### config.mk
export PLATFORM = sky130hd
export DESIGN_NAME = csr_decode_flat
export DESIGN_NICKNAME = d
export VERILOG_FILES = /design/src/rtl/csr_decode_if.sv /design/src/rtl/csr_decode.sv /design/src/flat_wrapper.sv
export SDC_FILE = /design/constraint.sdc
export NUM_CORES = 1
export LEC_CHECK = 0
export ABC_CLOCK_PERIOD_IN_PS = 6750
export CORE_MARGIN = 1
export CORE_UTILIZATION = 60
export DETAILED_ROUTE_END_ITERATION = 12
export GPL_TIMING_DRIVEN = 0
export PLACE_DENSITY = 0.95
export SYNTH_ARGS = -nofsm -noshare
export SYNTH_HDL_FRONTEND = slang
export SYNTH_SLANG_ARGS = --single-unit
### constraint.sdc
create_clock -name clk -period 6.75 [get_ports clk]
set_input_delay 1.0125 -clock clk [delete_from_list [all_inputs] [get_ports clk]]
set_output_delay 1.0125 -clock clk [all_outputs]
set_load 0.005 [all_outputs]
### src/rtl/csr_decode_if.sv
// Sparse-entry in / dense-pixel out handshake bundle for csr_decode.
// master = upstream/downstream driver, slave = the decoder.
interface csr_decode_if #(
  parameter int col_length         = 8,
  parameter int word_length        = 8,
  parameter int double_word_length = 16
);
  logic                          start;
  logic [double_word_length-1:0] nnz_in;
  logic                          in_valid;
  logic                          in_ready;
  logic [word_length-1:0]        in_value;
  logic [col_length-1:0]         in_col;
  logic [col_length-1:0]         in_row;
  logic                          out_valid;
  logic                          out_ready;
  logic [word_length-1:0]        out_data;
  logic                          out_last;
  logic                          done;
  logic                          err;

  modport master (
    output start, nnz_in, in_valid, in_value, in_col, in_row, out_ready,
    input  in_ready, out_valid, out_data, out_last, done, err
  );

  modport slave (
    input  start, nnz_in, in_valid, in_value, in_col, in_row, out_ready,
    output in_ready, out_valid, out_data, out_last, done, err
  );
endinterface

### src/rtl/csr_decode.sv
// Sparse (value,col,row) stream to dense raster-order frame decoder.
// CSR_DEC_ORDER_CHECK_EN: invalid entries raise sticky err and park in ERROR; otherwise they are dropped.
module csr_decode #(
  parameter int col_length         = 8,
  parameter int word_length        = 8,
  parameter int double_word_length = 16,
  parameter int image_size         = 28
) (
  input  logic         clk,
  input  logic         rst,
  csr_decode_if.slave  bus
);
  localparam int DW = double_word_length;
  localparam logic [DW-1:0]         NPIX  = DW'(image_size * image_size);
  localparam logic [DW-1:0]         LASTP = NPIX - 1'b1;
  localparam logic [DW-1:0]         IMG_D = DW'(image_size);
  localparam logic [col_length-1:0] IMG_C = col_length'(image_size);

  typedef enum logic [1:0] {IDLE = 2'd0, EMIT = 2'd1, DONE = 2'd2, ERROR = 2'd3} state_t;

  state_t                 state_q;
  logic [DW-1:0]          cnt_q, rem_q, hold_idx_q;
  logic                   hold_valid_q, hold_bad_q;
  logic [word_length-1:0] hold_val_q;

  logic          emit, hold_inv, hit, out_hs, in_hs, hold_consumed, drop, to_err;
  logic [DW-1:0] idx_in;
  logic          bad_in;

  assign emit     = (state_q == EMIT);
  // A held entry is unusable if it lies behind the raster position or outside the image.
  assign hold_inv = hold_valid_q && (hold_bad_q || (hold_idx_q < cnt_q));
  assign hit      = hold_valid_q && !hold_bad_q && (hold_idx_q == cnt_q);

  assign bus.out_valid = emit && ((hold_valid_q && !hold_inv) || (rem_q == '0 && !hold_valid_q));
  assign bus.out_data  = (bus.out_valid && hit) ? hold_val_q : '0;
  assign bus.out_last  = bus.out_valid && (cnt_q == LASTP);
  assign bus.done      = (state_q == DONE);

`ifdef CSR_DEC_ORDER_CHECK_EN
  assign drop    = 1'b0;
  assign to_err  = emit && hold_inv;
  assign bus.err = (state_q == ERROR);
`else
  assign drop    = hold_inv;
  assign to_err  = 1'b0;
  assign bus.err = 1'b0;
`endif

  assign out_hs        = bus.out_valid && bus.out_ready;
  assign hold_consumed = emit && ((out_hs && hit) || drop);
  assign bus.in_ready  = emit && (!hold_valid_q || hold_consumed) && (rem_q != '0);
  assign in_hs         = bus.in_valid && bus.in_ready;

  assign idx_in = DW'(bus.in_row) * IMG_D + DW'(bus.in_col);
  assign bad_in = (bus.in_col >= IMG_C) || (bus.in_row >= IMG_C);

  always_ff @(posedge clk or posedge rst) begin
    if (rst) begin
      state_q      <= IDLE;
      cnt_q        <= '0;
      rem_q        <= '0;
      hold_valid_q <= 1'b0;
      hold_bad_q   <= 1'b0;
      hold_idx_q   <= '0;
      hold_val_q   <= '0;
    end else begin
      case (state_q)
        IDLE: if (bus.start) begin
          rem_q        <= bus.nnz_in;
          cnt_q        <= '0;
          hold_valid_q <= 1'b0;
          state_q      <= EMIT;
        end
        EMIT: if (to_err) begin
          state_q <= ERROR;
        end else begin
          if (out_hs) begin
            cnt_q <= cnt_q + 1'b1;
            if (cnt_q == LASTP) state_q <= DONE;
          end
          // Load wins over consume: a new entry may refill the slot the same cycle it empties.
          if (in_hs) begin
            hold_valid_q <= 1'b1;
            hold_idx_q   <= idx_in;
            hold_bad_q   <= bad_in;
            hold_val_q   <= bus.in_value;
            rem_q        <= rem_q - 1'b1;
          end else if (hold_consumed) begin
            hold_valid_q <= 1'b0;
          end
        end
        DONE:    state_q <= IDLE;
        default: state_q <= ERROR;
      endcase
    end
  end
endmodule

### src/flat_wrapper.sv
// flat-port wrapper written by rule: the top's interface ports become plain ports
module csr_decode_flat 
#(
  parameter int col_length         = 8,
  parameter int word_length        = 8,
  parameter int double_word_length = 16,
  parameter int image_size         = 28
)
  (clk, rst, bus_start, bus_nnz_in, bus_in_valid, bus_in_value, bus_in_col, bus_in_row, bus_out_ready, bus_in_ready, bus_out_valid, bus_out_data, bus_out_last, bus_done, bus_err);
  csr_decode_if #(.col_length(col_length), .word_length(word_length), .double_word_length(double_word_length)) bus_i ();
  input  logic clk;
  input  logic rst;
  input wire logic [$bits(bus_i.start)-1:0] bus_start;
  input wire logic [$bits(bus_i.nnz_in)-1:0] bus_nnz_in;
  input wire logic [$bits(bus_i.in_valid)-1:0] bus_in_valid;
  input wire logic [$bits(bus_i.in_value)-1:0] bus_in_value;
  input wire logic [$bits(bus_i.in_col)-1:0] bus_in_col;
  input wire logic [$bits(bus_i.in_row)-1:0] bus_in_row;
  input wire logic [$bits(bus_i.out_ready)-1:0] bus_out_ready;
  output wire logic [$bits(bus_i.in_ready)-1:0] bus_in_ready;
  output wire logic [$bits(bus_i.out_valid)-1:0] bus_out_valid;
  output wire logic [$bits(bus_i.out_data)-1:0] bus_out_data;
  output wire logic [$bits(bus_i.out_last)-1:0] bus_out_last;
  output wire logic [$bits(bus_i.done)-1:0] bus_done;
  output wire logic [$bits(bus_i.err)-1:0] bus_err;
  assign bus_i.start = bus_start;
  assign bus_i.nnz_in = bus_nnz_in;
  assign bus_i.in_valid = bus_in_valid;
  assign bus_i.in_value = bus_in_value;
  assign bus_i.in_col = bus_in_col;
  assign bus_i.in_row = bus_in_row;
  assign bus_i.out_ready = bus_out_ready;
  assign bus_in_ready = bus_i.in_ready;
  assign bus_out_valid = bus_i.out_valid;
  assign bus_out_data = bus_i.out_data;
  assign bus_out_last = bus_i.out_last;
  assign bus_done = bus_i.done;
  assign bus_err = bus_i.err;
  csr_decode #(.col_length(col_length), .word_length(word_length), .double_word_length(double_word_length), .image_size(image_size)) u_core (.clk(clk), .rst(rst), .bus(bus_i));
endmodule
==> out/summary.txt, run 1 <==
hpwl dp: 7.94 mm
syn avg cell area: 9.21 um2
Pins Over Slew Limit: 0
Setup Buffers After CTS: 0
Critical R2R Launch: u_core.cnt_q[12]$_DFFE_PP0P_
routed len/inst: 16.9 um
final hold vios: 0
Max rail drop VDD: 0.146 mV
CTS Buf Count: 9
RSZ-0062 raised after global routing: false
Arr. time, crit path: 4260 ps
worst r2r dst: u_core.rem_q[4]$_DFFE_PP0P_
crit path launch type: register
Setup Skew: 11.0 ps
Yosys top cell area share: 33.8%
GPL Wtd Cong: 0.898
DR iter-0 viols: 381
Area after DPL: 4990 um2
Post-synth top cells: dfrtp_1, nand2_1, ha_1
Clock Path Buffers: 2
Final Cell Area: 5170 um2
HP Start: u_core.hold_bad_q$_DFFE_PP0P_
synthesized net count: 560
Hold Crit Depth: 2
final net count: 628
vias per cell: 6.38
# hold bufs at CTS: 0
Die H: 86.6 um
max_slew headroom: 42.5%
DRT antenna net count: 0
Initial Utilization: 62.5%
final setup violation count: 0
Cells after Synth: 466
antenna violations before repair: 0
R2R depth: 9
Root Driver: clkbuf_8
max-cap viol count: 0
Worst R2R Setup Slack: 3480 ps
DRC Markers: 0
Crit path required time: 5740 ps
number of global-route vias before repair: 3896
final cell utilization of the core: 75.3%
Die ar.: 7500 um2
Tmin final: 5270 ps
synthesis-to-layout area growth: 20.5%
Yosys cell types: 58
Fmax: 190 MHz
final WL: 10.7 mm
Port Buffers: 56
Leak: 2.15 nW
Setup crit end kind: output port
share of cells above drive strength 1: 7.79%
status: completed
Synth async-reset ratio: 100%
total grt overflow: 0
pwr dens: 276 nW/um2
leading area contributor after synthesis: dfrtp_1
Synth Flop Type: dfrtp_1
Netlist Area Pre-Place: 4290 um2
top post-synthesis cells by area: dfrtp_1, ha_1, fa_1
critical path class: register to output port
Die Wd: 86.6 um
EDFF count, synth: 0
vias post-DR: 4053
largest net degree at the start of global routing: 34
setup_tns: 0 ps
Ys Warns: 0
most frequent cell after synthesis: dfrtp_1
first-pass GRT wire length: 18.1 mm
GRT Util Overall: 31.4%
htree depth: 3
Clock transition at path regs: 80 ps
TritonCTS clock tree: built
fin crit share: 78.1%
number of diodes: 0
I/O pin count: 58
row cnt: 30
clock sink count: 58
Least-Margin Pin Slew: 857 ps
clk_lat worst skew: 360 ps
DR pass1 iterations: 5
Hold EP: u_core.hold_bad_q$_DFFE_PP0P_
Seq cells post-synth: 58
Overall Power: 1.43 mW
Critical Path Fanout Max: 10
worst min path class: register to register
register area share after synthesis: 33.8%
post-CTS resize count: 0
CORE AREA: 6870 um2
-- worst max-delay path, cell delays in order (launching register included) --
cell             delay [ps]
dfrtp_1                 420
inv_1                    90
ha_1                    310
nand4_1                 170
or4_1                   570
a21o_1                  200
a31oi_4                 330
o21ai_0                 320
nor3_1                  740
and2_1                  230
clkdlybuf4s50_1         510
-- layout by cell type, fill, tap and decap left out, types with 3 or more instances in the layout --
master           synthesis  layout
o2111ai_1                3       3
o211ai_1                 9       9
clkbuf_1                 9       9
clkinvlp_4               0       3
o21ai_0                 29      29
or3_1                   12      12
or4_1                    8       8
clkbuf_8                 0       9
nand2b_1                 4       4
inv_1                   29      28
nor3b_1                  5       5
ha_1                    40      40
and2_1                   9       9
nor3_1                  13      13
buf_4                    3       3
dfrtp_1                 58      58
nor2b_1                  5       5
nor2_1                  30      30
o31ai_1                  4       4
xnor2_1                 10      10
xor2_1                   6       6
a211oi_1                 9       9
nand3_1                 12      12
nor4_1                   7       7
a311oi_1                10      10
and3_1                   4       4
nand2_1                 41      41
nand4_1                  9       9
mux2i_1                  5       5
fa_1                     9       9
mux2_2                  13      13
a21oi_1                 22      22
clkdlybuf4s50_1          0      56
-- flip-flops by register name, indices dropped and copies added (netlist names) --
| register | cells |
|---|---|
| u_core.cnt_q | 16 |
| u_core.rem_q | 16 |
| u_core.hold_idx_q | 14 |
| u_core.hold_val_q | 8 |
| u_core.state_q | 2 |
| u_core.hold_bad_q | 1 |
| u_core.hold_valid_q | 1 |
-- worst max-delay path by stage --
| stage | from | slack, ps | cells after the start | to |
|---|---|---|---|---|
| global placement | u_core.cnt_q[12]$_DFFE_PP0P_ | 2040 | 10 | bus_out_data[3] |
| detailed placement | u_core.cnt_q[12]$_DFFE_PP0P_ | 1950 | 10 | bus_out_data[0] |
| global route | u_core.cnt_q[12]$_DFFE_PP0P_ | 1280 | 10 | bus_out_data[5] |
| floorplan | bus_in_row[0] | 3050 | 12 | u_core.hold_idx_q[12]$_DFFE_PP0P_ |
| CTS | u_core.cnt_q[12]$_DFFE_PP0P_ | 1570 | 10 | bus_out_data[0] |
| finish | u_core.cnt_q[12]$_DFFE_PP0P_ | 1480 | 10 | bus_out_data[0] |
-- layout make-up --
class                   instances  area [um2]
plain buffers                  16        81.3
clock buffers                   9         124
clock inverters                 7        53.8
fillers                       459        1700
inverters                      29         109
multi-input cells             363        2650
flip-flops and latches         58        1450
well taps                      96         120
repair buffers                 57         581
-- power breakdown --
part | internal, mW | leakage [nW] | total [mW] | switching (mW)
Sequential | 0.446 | 0.721 | 0.539 | 0.0928
Clock | 0.135 | 0.0822 | 0.296 | 0.161
Combinational | 0.276 | 1.35 | 0.593 | 0.317
-- through the flow --
| stage | worst slack, ps | hold WS, ps | cells |
|---|---|---|---|
| finish | 1480 | 489 | 635 |
| global route | 1280 | 525 | 635 |
| CTS | 1570 | 488 | 635 |
| detailed placement | 1950 | 474 | 619 |
| global placement | 2040 | 462 | 618 |
| floorplan | 3050 | 441 | 466 |
-- cell families after synthesis --
group	count (synthesis)	share of synthesized area, %
and+or+nand+nor	166	19.9
AOI/OAI and AO/OA	113	18.0
buffers and inverters	45	4.43
DFF	58	33.8
adders and majority gates	49	15.9
xor gates and xnor gates	16	3.27
muxes	18	4.58
other	1	0.0874
-- per-layer routing --
metal	vias to the layer above	track usage, %	share of wire [%]	wire length, um
li1	1855	-	-	-
met1	1908	40.5	41	4410
met3	48	7.33	7.9	852
met4	0	11.4	2.9	314
met5	-	0	0	0
met2	242	51.7	48	5160
Power figures use the tool's default switching activity.
==> run 2, diff against run 1 <==
ABC_CLOCK_PERIOD_IN_PS = 5340   (was 6750)
CORE_UTILIZATION = 56   (was 60)
PLACE_DENSITY = 0.92   (was 0.95)
clock period = 5.34 ns   (was 6.75 ns; I/O delays follow)
==> run 2 against run 1 <==
Compared with the run above:
- hold slack gained 2.8 ps
- die area up 7.0%
- critical path depth did not move
- first-iteration DRC count up 27%
- count of clock-buffer cells in the layout grew 2
- global-route usage is 1.6 points lower
- flip-flop and latch count unchanged
- critical endpoint is now bus_out_data[3]
- register-to-register slack worse by 1300 ps
- cell count rose by 0.47%
==> out/summary.txt, run 2 (synthesis gave the netlist of run 1 again) <==
I/O pin count: 58
final cell utilization of the core: 70.5%
status: completed
Setup crit end kind: output port
Root Driver: clkbuf_8
crit path launch type: register
final setup violation count: 0
total grt overflow: 0
GPL Wtd Cong: 0.870
Overall Power: 1.79 mW
critical path class: register to output port
Logic pwr share: 41.6%
design internal power: 1.09 mW
Non-Filler Instances: 638
RSZ-0062 raised after global routing: false
hpwl dp: 8.16 mm
row cnt: 31
Leak: 2.16 nW
max_slew headroom: 47.8%
synthesis-to-layout area growth: 20.4%
sequential share of power: 38.0%
Tmin final: 4950 ps
Least-Margin Pin Slew: 777 ps
setup_tns: 0 ps
Die H: 89.5 um
Switch Pwr: 704 uW
Die ar.: 8020 um2
vias per cell: 6.26
sw frac: 39.3%
CORE AREA: 7330 um2
critical path startpoint: u_core.cnt_q[12]$_DFFE_PP0P_
post-CTS resize count: 0
DR pass1 iterations: 6
Pins Over Slew Limit: 0
Clock transition at path regs: 60 ps
final net count: 628
number of global-route vias before repair: 3928
antenna violations before repair: 0
grt peak-use layer: met2
Crit path required time: 4540 ps
Critical Path Fanout Max: 10
Max rail drop VDD: 0.264 mV
vias post-DR: 3996
clock share of power: 20.4%
Initial Utilization: 58.5%
htree depth: 3
Critical R2R Launch: u_core.cnt_q[12]$_DFFE_PP0P_
Setup Skew: 11.8 ps
number of diodes: 0
HP Start: u_core.hold_bad_q$_DFFE_PP0P_
max-cap viol count: 0
Area after DPL: 5000 um2
GR Layer Usage met1: 35.7%
largest net degree at the start of global routing: 32
GRT Util Overall: 29.7%
CTS Buf Count: 9
grt met2 use: 51.6%
Clock Path Buffers: 2
most frequent cells in the layout: dfrtp_1, clkdlybuf4s50_1, nand2_1
DP Cell Count: 622
clock sink count: 58
pwr dens: 347 nW/um2
Arr. time, crit path: 4150 ps
Die Wd: 89.5 um
# hold bufs at CTS: 0
Top Registers: u_core.cnt_q x16, u_core.rem_q x16, u_core.hold_idx_q x14
final WL: 10.9 mm
first-pass GRT wire length: 18.0 mm
worst min path class: register to register
final hold vios: 0
Final Cell Area: 5170 um2
TritonCTS clock tree: built
most common cell after layout, fill and taps aside: dfrtp_1
DRC Markers: 0
Port Buffers: 56
routed len/inst: 17.1 um
Setup Buffers After CTS: 0
GRT met3 Usage: 6.56%
share of cells above drive strength 1: 7.61%
Fmax: 202 MHz
DRT antenna net count: 0
clk_lat worst skew: 360 ps
fin crit share: 92.7%
DR iter-0 viols: 482
run 2: changes by cell type in the layout (fill, tap and decap cells not counted):
cell        before  now
inv_6            2    0
clkbuf_1         9   10
clkinv_4         1    0
clkinv_2         1    3
clkbuf_8         9   10
clkinvlp_4       3    2
run 2: power groups by stage:
stage | combinational (mW) | clock (mW) | sequential (mW)
floorplan | 0.540 | 0 | 0.650
global placement | 0.671 | 0 | 0.674
detailed placement | 0.721 | 0 | 0.684
CTS | 0.735 | 0.362 | 0.676
global route | 0.821 | 0.381 | 0.698
finish | 0.746 | 0.365 | 0.682
run 2: critical path: stages (launching register included):
cell	delay (ps)
dfrtp_1	410
inv_1	90
ha_1	300
nand4_1	150
or4_1	550
a21o_1	200
a31oi_4	330
o21ai_0	330
nor3_1	690
and2_1	230
clkdlybuf4s50_1	520
run 2: worst paths after layout:
check / end / cells past startpoint / slack (ps)
setup / recovery: bus_out_data[3] / 10 / 390
hold / removal: u_core.hold_bad_q$_DFFE_PP0P_ / 2 / 490
setup reg to reg: u_core.rem_q[13]$_DFFE_PP0P_ / 10 / 2180
hold reg to reg: u_core.hold_bad_q$_DFFE_PP0P_ / 2 / 490
max in group asynchronous: u_core.cnt_q[11]$_DFFE_PP0P_ / 3 / 3880
min in group asynchronous: u_core.rem_q[3]$_DFFE_PP0P_ / 2 / 870
run 2: layout make-up:
type	count	area (um2)
Buffer	16	81.3
Clock buffer	11	141
Clock inverter	5	30.0
Fill cell	522	2160
Inverter	29	109
Multi-Input combinational cell	363	2650
Sequential cell	58	1450
Tap cell	99	124
Timing Repair Buffer	57	581
run 2: stage by stage:
step	setup WS, ps	hold slack [ps]
detailed placement	779	478
floorplan	1850	441
finish	390	491
global route	194	513
CTS	415	496
global placement	828	464
run 2: layer usage:
layer | part of all wire, % | wire length [um]
met1 | 41 | 4470
met2 | 50 | 5510
met3 | 6.3 | 692
met4 | 2.4 | 265
met5 | 0 | 0
